[src/rtl/stream_demux4_if.sv]
// Handshake bundle for stream_demux4: one input stream, four output lanes, lock status.
// Optional statistics ports exist only when STREAM_DEMUX4_STATS_EN is defined.
interface stream_demux4_if #(
  parameter int WIDTH = 16
);
  logic               io_in_valid;
  logic               io_in_ready;
  logic [WIDTH-1:0]   io_in_data;
  logic               io_in_last;
  logic [1:0]         io_in_sel;
  logic [3:0]         io_out_valid;
  logic [3:0]         io_out_ready;
  logic [4*WIDTH-1:0] io_out_data;
  logic [3:0]         io_out_last;
  logic               io_busy;
  logic [1:0]         io_lock_sel;
`ifdef STREAM_DEMUX4_STATS_EN
  logic [1:0]         io_stat_sel;
  logic [15:0]        io_stat_count;

  modport slave (
    input  io_in_valid, io_in_data, io_in_last, io_in_sel, io_out_ready, io_stat_sel,
    output io_in_ready, io_out_valid, io_out_data, io_out_last, io_busy, io_lock_sel,
           io_stat_count
  );
  modport master (
    output io_in_valid, io_in_data, io_in_last, io_in_sel, io_out_ready, io_stat_sel,
    input  io_in_ready, io_out_valid, io_out_data, io_out_last, io_busy, io_lock_sel,
           io_stat_count
  );
`else
  modport slave (
    input  io_in_valid, io_in_data, io_in_last, io_in_sel, io_out_ready,
    output io_in_ready, io_out_valid, io_out_data, io_out_last, io_busy, io_lock_sel
  );
  modport master (
    output io_in_valid, io_in_data, io_in_last, io_in_sel, io_out_ready,
    input  io_in_ready, io_out_valid, io_out_data, io_out_last, io_busy, io_lock_sel
  );
`endif
endinterface

[src/rtl/stream_demux4.sv]
// 1-to-4 packet-routing stream demux with a one-entry registered slot per output lane.
// Define STREAM_DEMUX4_STATS_EN to add per-destination saturating packet counters.
module stream_demux4 #(
  parameter int WIDTH = 16
) (
  input  logic           clock,
  input  logic           reset,
  stream_demux4_if.slave bus
);
  typedef enum logic {IDLE, LOCKED} state_t;

  state_t                state_q, state_d;
  logic [1:0]            lock_sel_q, lock_sel_d;
  logic [3:0]            slot_valid_q, slot_valid_d;
  logic [3:0]            slot_last_q, slot_last_d;
  logic [3:0][WIDTH-1:0] slot_data_q, slot_data_d;

  logic [1:0] route;
  logic       in_ready;
  logic       accept;
  logic [3:0] drain;

  // The lock only redirects routing once a packet head has been accepted.
  assign route    = (state_q == LOCKED) ? lock_sel_q : bus.io_in_sel;
  assign in_ready = !slot_valid_q[route] || bus.io_out_ready[route];
  assign accept   = bus.io_in_valid && in_ready;
  assign drain    = slot_valid_q & bus.io_out_ready;

  always_comb begin
    state_d      = state_q;
    lock_sel_d   = lock_sel_q;
    slot_valid_d = slot_valid_q & ~drain;
    slot_last_d  = slot_last_q;
    slot_data_d  = slot_data_q;
    if (accept) begin
      // A fill overrides a same-cycle drain of the same slot.
      slot_valid_d[route] = 1'b1;
      slot_last_d[route]  = bus.io_in_last;
      slot_data_d[route]  = bus.io_in_data;
      if (state_q == IDLE) begin
        if (!bus.io_in_last) begin
          state_d    = LOCKED;
          lock_sel_d = bus.io_in_sel;
        end
      end else if (bus.io_in_last) begin
        state_d    = IDLE;
        lock_sel_d = 2'd0;
      end
    end
  end

  always_ff @(posedge clock or negedge reset) begin
    if (!reset) begin
      state_q      <= IDLE;
      lock_sel_q   <= 2'd0;
      slot_valid_q <= '0;
      slot_last_q  <= '0;
      slot_data_q  <= '0;
    end else begin
      state_q      <= state_d;
      lock_sel_q   <= lock_sel_d;
      slot_valid_q <= slot_valid_d;
      slot_last_q  <= slot_last_d;
      slot_data_q  <= slot_data_d;
    end
  end

  assign bus.io_in_ready  = in_ready;
  assign bus.io_out_valid = slot_valid_q;
  assign bus.io_out_last  = slot_last_q;
  assign bus.io_out_data  = slot_data_q;
  assign bus.io_busy      = (state_q == LOCKED);
  assign bus.io_lock_sel  = lock_sel_q;

`ifdef STREAM_DEMUX4_STATS_EN
  logic [3:0][15:0] cnt_q, cnt_d;

  function automatic logic [15:0] sat_inc(input logic [15:0] v);
    return (v == 16'hFFFF) ? v : v + 16'd1;
  endfunction

  always_comb begin
    cnt_d = cnt_q;
    if (accept && bus.io_in_last) cnt_d[route] = sat_inc(cnt_q[route]);
  end

  always_ff @(posedge clock or negedge reset) begin
    if (!reset) cnt_q <= '0;
    else        cnt_q <= cnt_d;
  end

  assign bus.io_stat_count = cnt_q[bus.io_stat_sel];
`endif
endmodule

[src/flat_wrapper.sv]
// flat-port wrapper written by rule: the top's interface ports become plain ports
module stream_demux4_flat 
#(
  parameter int WIDTH = 16
)
  (clock, reset, bus_io_in_valid, bus_io_in_data, bus_io_in_last, bus_io_in_sel, bus_io_out_ready, bus_io_in_ready, bus_io_out_valid, bus_io_out_data, bus_io_out_last, bus_io_busy, bus_io_lock_sel);
  stream_demux4_if #(.WIDTH(WIDTH)) bus_i ();
  input  logic clock;
  input  logic reset;
  input wire logic [$bits(bus_i.io_in_valid)-1:0] bus_io_in_valid;
  input wire logic [$bits(bus_i.io_in_data)-1:0] bus_io_in_data;
  input wire logic [$bits(bus_i.io_in_last)-1:0] bus_io_in_last;
  input wire logic [$bits(bus_i.io_in_sel)-1:0] bus_io_in_sel;
  input wire logic [$bits(bus_i.io_out_ready)-1:0] bus_io_out_ready;
  output wire logic [$bits(bus_i.io_in_ready)-1:0] bus_io_in_ready;
  output wire logic [$bits(bus_i.io_out_valid)-1:0] bus_io_out_valid;
  output wire logic [$bits(bus_i.io_out_data)-1:0] bus_io_out_data;
  output wire logic [$bits(bus_i.io_out_last)-1:0] bus_io_out_last;
  output wire logic [$bits(bus_i.io_busy)-1:0] bus_io_busy;
  output wire logic [$bits(bus_i.io_lock_sel)-1:0] bus_io_lock_sel;
  assign bus_i.io_in_valid = bus_io_in_valid;
  assign bus_i.io_in_data = bus_io_in_data;
  assign bus_i.io_in_last = bus_io_in_last;
  assign bus_i.io_in_sel = bus_io_in_sel;
  assign bus_i.io_out_ready = bus_io_out_ready;
  assign bus_io_in_ready = bus_i.io_in_ready;
  assign bus_io_out_valid = bus_i.io_out_valid;
  assign bus_io_out_data = bus_i.io_out_data;
  assign bus_io_out_last = bus_i.io_out_last;
  assign bus_io_busy = bus_i.io_busy;
  assign bus_io_lock_sel = bus_i.io_lock_sel;
  stream_demux4 #(.WIDTH(WIDTH)) u_core (.clock(clock), .reset(reset), .bus(bus_i));
endmodule
[config.mk]
export PLATFORM = sky130hd
export DESIGN_NAME = stream_demux4_flat
export DESIGN_NICKNAME = d
export VERILOG_FILES = /design/src/rtl/stream_demux4_if.sv /design/src/rtl/stream_demux4.sv /design/src/flat_wrapper.sv
export SDC_FILE = /design/constraint.sdc
export NUM_CORES = 1
export LEC_CHECK = 0
export ABC_AREA = 1
export BUFFER_PORTS_ARGS = -buffer_cell sky130_fd_sc_hd__buf_2
export CORE_MARGIN = 3
export CORE_UTILIZATION = 50
export DETAILED_ROUTE_END_ITERATION = 10
export PLACE_DENSITY = 0.87
export SYNTH_ARGS = -nofsm -noshare
export SYNTH_HDL_FRONTEND = slang
export SYNTH_SLANG_ARGS = --single-unit
export TNS_END_PERCENT = 100
[constraint.sdc]
create_clock -name clock -period 1.75 [get_ports clock]
set_input_delay 0.0875 -clock clock [delete_from_list [all_inputs] [get_ports clock]]
set_output_delay 0.0875 -clock clock [all_outputs]
set_load 0.01 [all_outputs]
After elaboration in Yosys (flattened, before gate mapping)
Index checks and enable logic that the tools add are counted.
Cells by class
  muxes and demuxes: 16
  eq/ne operators: 2
  bitwise logic cells: 4
  $lt $le $gt $ge: 2
  reductions and logical operators: 5
Operators by type and width (number)
  bitwise mux 64 bit: 1
  demux 16 bit (select 2 bit): 1
  2-to-1 mux 16 bit: 1
  AND 4 bit: 2
  2-to-1 mux 2 bit: 4
  binary-select mux 1 bit (select 2 bit): 2
  bitwise mux 4 bit: 1
  2-to-1 mux 1 bit: 4
  2-to-1 mux 4 bit: 1
  inverter 4 bit: 1
  OR 4 bit: 1
  < comparator 2 x 3 -> 1 bit, second input constant: 1
  AND reduction 3 bit: 1
  demux 1 bit (select 2 bit): 1
  >= comparator 2 x 1 -> 1 bit, second input constant: 1
  logical AND 1 bit: 2
  != test 2 x 1 -> 1 bit, second input constant: 1
  != test 2 bit, second input constant: 1
  zero test 1 bit: 1
  logical OR 1 bit: 1
Word-level totals
  register bits: 75
  output and inout port bits: 76
  bits of input ports: 26
  word-level logic and storage cells: 37

Depth between registers and ports, before layout
Gate-level depths: netlist (run 1).
  depth after elaboration: 7
  mapped depth: 14
  mapped depth without buffers: 12

Worst setup path after synthesis (run 1)
Ideal clock, no wire load.
  kind: reg-to-reg
  start: register u_core.state_q (netlist: u_core.bus.io_busy)
  end: register u_core.slot_last_q[2] (netlist: u_core.bus.io_out_last[2])
  path slack: 0.115 ns
  period minus slack after synthesis: 1.635 ns
  arrival: 1.518 ns
  cell stages (with the launch flop): 9
  library setup time: 0.117 ns
  buffers on the path: 2
  data required time: 1.633 ns
  path through: dfrtp_1 buf_6 o21ai_4 inv_2 nor2_2 nand3_4 buf_2 nand2_1 nand2_1
On the way
  word-level cells in the longest chain between the ends: 6
  elaborated cells between the ends (all ways): 14
  classes of those cells: order compare (2); mux (8); reduce/logical (4)
RTL lines
  start: declaration: RTL line stream_demux4.sv:12  | state_t state_q, state_d;
  start signal: assignment: RTL line stream_demux4.sv:60  | state_q <= state_d;
  2-to-1 mux 2 bit (*): RTL line stream_demux4.sv:24  | assign route = (state_q == LOCKED) ? lock_sel_q : bus.io_in_sel;
  < comparator 2 x 3 -> 1 bit (implied by the code) (tied with other cells): RTL line stream_demux4.sv:38  | slot_last_d[route] = bus.io_in_last;
  logical AND 1 bit (implied by the code) / 2-to-1 mux 1 bit (equally long branches): RTL line stream_demux4.sv:38, stream_demux4.sv:25
  2-to-1 mux 1 bit (implied by the code) / zero test 1 bit (equally long branches): RTL line stream_demux4.sv:38, stream_demux4.sv:25
  demux 1 bit (select 2 bit) / logical OR 1 bit (equally long branches)
  bitwise mux 4 bit / logical AND 1 bit (equally long branches): RTL line stream_demux4.sv:38, stream_demux4.sv:26
  end signal: assignment: RTL line stream_demux4.sv:63  | slot_last_q <= slot_last_d;
  end: declaration: RTL line stream_demux4.sv:15  | logic [3:0] slot_last_q, slot_last_d;
Every way passes the cells marked *; elsewhere a longest branch is shown, timed or not. The select of a mux whose other input is x is not followed.
A chain may end at the register's enable or synchronous reset.

Worst setup path in the final report (run 1)
  start: register u_core.state_q (netlist: u_core.bus.io_busy)
  end: output port bus_io_in_ready
On the way
  word-level cells in the longest chain between the ends: 5
  elaborated cells between the ends (all ways): 7
  classes of those cells: mux (5); reduce/logical (2)
RTL lines
  2-to-1 mux 2 bit (*): RTL line stream_demux4.sv:24
  binary-select mux 1 bit (select 2 bit): RTL line stream_demux4.sv:25  | assign in_ready = !slot_valid_q[route] || bus.io_out_ready[route];
  2-to-1 mux 1 bit (implied by the code): RTL line stream_demux4.sv:25
  zero test 1 bit: RTL line stream_demux4.sv:25
  logical OR 1 bit (*): RTL line stream_demux4.sv:25
  end: declaration: RTL line flat_wrapper.sv:15  | output wire logic [$bits(bus_i.io_in_ready)-1:0] bus_io_in_ready;
Marked as above.

==> flow_summary.json, run 1 <==
{
  "avgSynthCellArea_sq_um": 9.27,
  "grt_pass1_vias": 3080,
  "tns_ps": -669,
  "worst_ep_arrival_time_ps": 1750,
  "r2r_slack_ps": -60,
  "peakVddDrop_mv": 1.07,
  "ys_ff_latch": 75,
  "wl_mm": 11.9,
  "ios": 102,
  "root_buffer": "clkbuf_8",
  "seq_area_sq_um": 1880,
  "r2r_start": "u_core.bus.io_busy",
  "hp-start": "bus_io_in_data[5]",
  "cts_tree": "done",
  "start_util_pct": 52.2,
  "cts_buffers": 9,
  "crit_required_ps": 1660,
  "via_per_inst": 6.28,
  "yosysSeqAreaShare_pct": 55.6,
  "drc": 0,
  "powerDensity_nw_per_um2": 1910,
  "synthFlopType": "dfrtp_1",
  "synthCells": 364,
  "htreeDepth": 3,
  "grt_pass1_wl_mm": 15.4,
  "critPathLaunch": "u_core.bus.io_busy",
  "synth_compound_area_share_pct": 1.63,
  "port_buffers": 101,
  "fin_nets": 525,
  "syn2layout_area_growth_pct": 41.4,
  "ys_async_sr_fraction_pct": 100,
  "routed-via-count": 3643,
  "violations": "setup timing",
  "antenna_cells": 0,
  "die_h_microns": 88.2,
  "tightest_slew_ps": 747,
  "firstDrtPassIters": 5,
  "total_power_uw": 9130,
  "maxCapViolCount": 0,
  "hold_viol_final": 0,
  "clock_sinks": 75,
  "grt_remaining_overflow": 0,
  "synth_most_common_cell": "nand2_1",
  "final.fill_count": 429,
  "syn_nets": 390,
  "ys_top_cells_by_count": "156 x nand2_1, 75 x dfrtp_1, 70 x nand4_1",
  "rsz0062_at_grt": "yes",
  "end_kind": "output pin",
  "slew_headroom_pct": 50.2,
  "ctsLongestPathBuffers": 2,
  "hp-class": "primary input to flop",
  "synth_area_leaders": "dfrtp_1 56%, nand2_1 17%, nand4_1 13%",
  "report.final.setup_viol": 31,
  "grt_max_degree": 40,
  "coreArea_sq_um": 6460,
  "rows": 29,
  "synth_top_area_share_pct": 55.6,
  "synth_xor_area_share_pct": 0.260,
  "yosysUniqueCellTypes": 22,
  "cts.reportedPaths.clkPinSlew_ps": 80,
  "place_hpwl_mm": 6.33,
  "netlist_area_sq_um": 3370,
  "synth-simple-area-share_pct": 35.8,
  "skew_ps": 8.48,
  "crit_path_start_kind": "flop",
  "place.gp.congestion": 0.872,
  "synth_adder_area_share_pct": 0,
  "synth_largest_area_cell": "dfrtp_1",
  "preCtsSetupSlack_ps": -11.4,
  "antenna_found_initial": 0,
  "fmax_mhz": 544,
  "synth_top_family_by_area": "simple AND/OR/NAND/NOR gates",
  "ys_warn_count": 0,
  "routedWlPerCell_microns": 20.4,
  "period_share_pct": 105,
  "die_x_microns": 88.2,
  "ant_nets": 0,
  "path_max_fanout": 7,
  "grt.total_usage_pct": 25.8,
  "layout-drive-gt1-share_pct": 44.9,
  "die_area_sq_um": 7770,
  "finalMaxSlewViolations": 0,
  "path_class": "flop to output pin",
  "leakage_uw": 0.00253,
  "drtIter0Drc": 330,
  "finalCriticalPeriod_ps": 1840,
  "outcome": "complete, but fails checks",
  "synthMuxAreaShare_pct": 0,
  "fin_ws_ps": -87.0,
  "insertion_delay_ps": 350,
  "synth-edff-count": 0,
  "multi_input_area_sq_um": 1570
}
-- kinds of logic after synthesis --
family                    Yosys count
and+or+nand+nor                   242
xor gates and xnor gates            1
AOI/OAI and AO/OA                   8
buffers and inverters              38
DFF                                75
-- flip-flops by register name, indices dropped and copies added, names as in the netlist --
name                     cells
u_core.bus.io_lock_sel       2
u_core.bus.io_out_valid      4
u_core.bus.io_out_last       4
u_core.bus.io_out_data      64
u_core.bus.io_busy           1
-- worst max-delay path, cell delays in order, from the launching register on --
cell and delay [ps]:
dfrtp_2 480, inv_4 100, nand2_8 70, nand2_8 80, nand2_2 50, nand2_1 70, nand2_1 80, nand2_2 130
nand2_8 90, buf_12 140, buf_6 110
-- worst paths after layout --
path / endpoint / cells past startpoint
worst max-delay path: bus_io_in_ready / 10
worst min-delay path: u_core.bus.io_out_data[5] / 3
worst max register to register: u_core.bus.io_out_data[16] / 13
worst min register to register: u_core.bus.io_out_data[0] / 2
max in group asynchronous: u_core.bus.io_out_data[15] / 3
min in group asynchronous: u_core.bus.io_out_data[26] / 2
-- power by group --
group | switching (uW) | internal (uW)
clock network | 645 | 685
registers | 601 | 2520
logic | 2710 | 1970
total | 3950 | 5170
-- metal layers --
layer | GRT usage (%) | part of all wire (%) | vias to the layer above | wire length [microns]
met4 | 11.4 | 3.2 | 0 | 374
met2 | 42.4 | 51 | 287 | 6000
li1 | - | - | 1528 | -
met3 | 5.08 | 11 | 44 | 1350
met5 | 0 | 0 | - | 0
met1 | 33.3 | 35 | 1784 | 4130
-- repair_timing --
item / in CTS / in global routing
resized for setup: 3 / 60
hold buffers: 5 / 0
pin swaps: 6 / 17
cloned: 1 / 16
hold endpoints to repair: 41 / 0
endpoints found under the setup margin: 41 / 75
setup buffers: 6 / 8
-- cell usage in the layout, fill, tap and decap left out --
cell type,count
nand2_1,111
nand2_2,46
buf_6,3
nand3_4,11
xnor2_1,1
nand3_1,4
nand3_2,4
buf_2,99
clkbuf_8,10
buf_12,4
clkbuf_16,4
dfrtp_2,1
bufinv_16,1
buf_16,2
a21oi_4,1
clkinv_4,1
inv_1,7
dfrtp_1,74
inv_2,2
nand2_8,3
nand4_1,70
inv_4,2
nor2_1,1
o21ai_1,4
clkinv_2,3
o21ai_4,1
o21ai_2,2
buf_4,23
nor2_4,2
nand2_4,1
dlygate4sd3_1,5
-- metrics by stage --
step / hold slack [ps] / instance area [sq um] / util, % / cells
after floorplan: -208 / 3370 / - / 364
after global placement: 91.4 / 3960 / 61.3 / 530
after detailed placement: 98.2 / 3960 / 61.3 / 530
after CTS: 13.8 / 4300 / 66.6 / 557
after global routing: 33.1 / 4770 / 73.9 / 580
final: 29.3 / 4770 / 73.9 / 580
-- area by class of cell --
cell class | instances | share of cell area (%)
inverter | 11 | 0.970
sequential | 75 | 39.4
tap | 77 | 2.02
multi-input combinational | 262 | 32.9
clock buffer | 10 | 2.88
timing repair buffer | 140 | 20.7
clock inverter | 5 | 1.13
No activity file was read; power rests on OpenSTA's default activity.
==> run 2, diff against run 1 <==
Settings changed: PLACE_DENSITY 0.87 to 0.78, SETUP_SLACK_MARGIN set to 0.5, SKIP_LAST_GASP set to 1.
==> flow_summary.json, run 2 (synthesis gave the netlist of run 1 again) <==
{
  "outcome": "complete, but fails checks",
  "violations": "setup timing",
  "gr-usage-met3_pct": 5.08,
  "switching_power_uw": 4030,
  "crit_required_ps": 1660,
  "insertion_delay_ps": 360,
  "clock_sinks": 75,
  "die_x_microns": 88.2,
  "tightest_slew_ps": 1030,
  "cts_tree": "done",
  "port_buffers": 101,
  "r2r_start": "u_core.bus.io_busy",
  "path_class": "flop to output pin",
  "post-route-util_pct": 73.8,
  "report.final.setup_viol": 21,
  "start_util_pct": 52.2,
  "grt.total_usage_pct": 28.6,
  "critPathLaunch": "u_core.bus.io_busy",
  "path_max_fanout": 6,
  "r2r_slack_ps": -60,
  "largest_register_ffs": 64,
  "total_power_uw": 9100,
  "fin_nets": 526,
  "powerDensity_nw_per_um2": 1910,
  "finalMaxSlewViolations": 0,
  "cp-endpoint": "bus_io_in_ready",
  "cp.buffers_inverters": 4,
  "root_buffer": "clkbuf_8",
  "firstDrtPassIters": 5,
  "coreArea_sq_um": 6460,
  "skew_ps": 11.6,
  "layout.cells.most_common_list": "111 x nand2_1, 99 x buf_2, 74 x dfrtp_1",
  "crit_path_start_kind": "flop",
  "r2r_cells": 7,
  "ios": 102,
  "hp-class": "primary input to flop",
  "drtIter0Drc": 480,
  "cp_num_cells": 8,
  "ant_nets": 0,
  "clockPowerShare_pct": 14.9,
  "drc": 0,
  "layout-drive-gt1-share_pct": 45.1,
  "fmax_mhz": 545,
  "p_seq_share_pct": 34.3,
  "rsz0062_at_grt": "yes",
  "leakage_uw": 0.00249,
  "via_per_inst": 6.03,
  "rows": 29,
  "met2_usage_pct": 45.2,
  "critical-path-slowest-cell": "dfrtp_2",
  "end_kind": "output pin",
  "hold_viol_final": 0,
  "preCtsSetupSlack_ps": -175,
  "use_met1_pct": 38.7,
  "place_hpwl_mm": 6.53,
  "cpPeakStageDelay_ps": 500,
  "worst_ep_arrival_time_ps": 1750,
  "period_share_pct": 105,
  "antenna_found_initial": 0,
  "slew_headroom_pct": 31.2,
  "cts_buffers": 9,
  "regToRegEndpoint": "u_core.bus.io_out_data[40]",
  "layout_commonest_cell": "nand2_1",
  "syn2layout_area_growth_pct": 41.3,
  "finalCriticalPeriod_ps": 1830,
  "final_cells": 582,
  "busiest_layer": "met2",
  "htreeDepth": 3,
  "grt_pass1_vias": 3292,
  "maxCapViolCount": 0,
  "switching_share_pct": 44.3,
  "ctsLongestPathBuffers": 2,
  "grt_pass1_wl_mm": 16.8,
  "peakVddDrop_mv": 1.13,
  "hold_ws_ps": 28.3,
  "wl_mm": 11.6,
  "worstPathCellList": "o21ai_4, inv_2, nand2_1, nand2_1, inv_2, nand2_8, buf_12, buf_6",
  "antenna_cells": 0,
  "internal_power_uw": 5070,
  "routed-via-count": 3509,
  "grt_max_degree": 36,
  "place.gp.congestion": 0.848,
  "grt_remaining_overflow": 0,
  "fin_ws_ps": -84.1,
  "routedWlPerCell_microns": 19.9,
  "cts.reportedPaths.clkPinSlew_ps": 90,
  "die_h_microns": 88.2,
  "pwr-share-comb_pct": 50.8,
  "placed_cells": 533,
  "critPathTopFamily": "flip-flops",
  "die_area_sq_um": 7770
}
## run 2: cell count changes in the layout (fill, tap and decap cells not counted), moves of 2 or more
cell | previous run | this run
nand3_4 | 11 | 16
clkbuf_16 | 4 | 0
nand3_2 | 4 | 0
buf_16 | 2 | 0
nand2_8 | 3 | 5
## run 2: worst min path at each step
stage,from,endpoint,slack [ps],cells after the start
after global routing,bus_io_in_last,u_core.bus.io_busy,20,2
after detailed placement,reset,u_core.bus.io_out_data[28],60,1
after floorplan,reset,u_core.bus.io_busy,-210,0
final,bus_io_in_data[12],u_core.bus.io_out_data[28],30,3
after global placement,reset,u_core.bus.io_out_data[26],60,1
after CTS,bus_io_in_last,u_core.bus.io_busy,20,2
## run 2: area by class of cell
cell class              count  area (sq um)
flip-flops and latches     75          1880
fillers                   441          1690
multi-input cells         265          1670
repair buffers            138           886
clock buffers              10           128
well taps                  77          96.3
clock inverters             6          65.1
inverters                  11          46.3
## run 2: stage by stage
step | instance area (sq um) | TNS [ps]
5_1_grt | 4770 | -4910
6_report | 4770 | -445
4_1_cts | 4470 | -1010
3_3_place_gp | 3970 | -3460
3_5_place_dp | 3970 | -9180
2_1_floorplan | 3400 | 0
## run 2: worst reg2reg max path, stage by stage, from the launching register on
cell and delay (ps):
dfrtp_2 500, nand2_4 140, nand2_8 80, buf_4 160, nor2_4 300, buf_4 270
nand4_1 140, nand2_1 140
## run 2: metal layers
| layer | part of all wire (%) | vias up |
|---|---|---|
| met5 | 0 | - |
| met3 | 9.4 | 48 |
| li1 | - | 1531 |
| met4 | 4.6 | 0 |
| met1 | 40 | 1683 |
| met2 | 46 | 247 |
## run 2: power by group through the flow
stage	combinational, uW	sequential (uW)	clock (uW)
after floorplan	1840	3330	0
after global placement	3390	3020	0
after detailed placement	3500	3030	0
after CTS	4000	3020	1350
after global routing	4980	3190	1430
final	4620	3120	1350
## run 2: repair_timing
action	in CTS	in global routing
buffers inserted	11	3
pin swaps	7	11
gates resized for setup	15	62
hold buffers	5	0
cloned	9	5
endpoints found under the setup margin	77	76
endpoints found under the hold margin	36	0
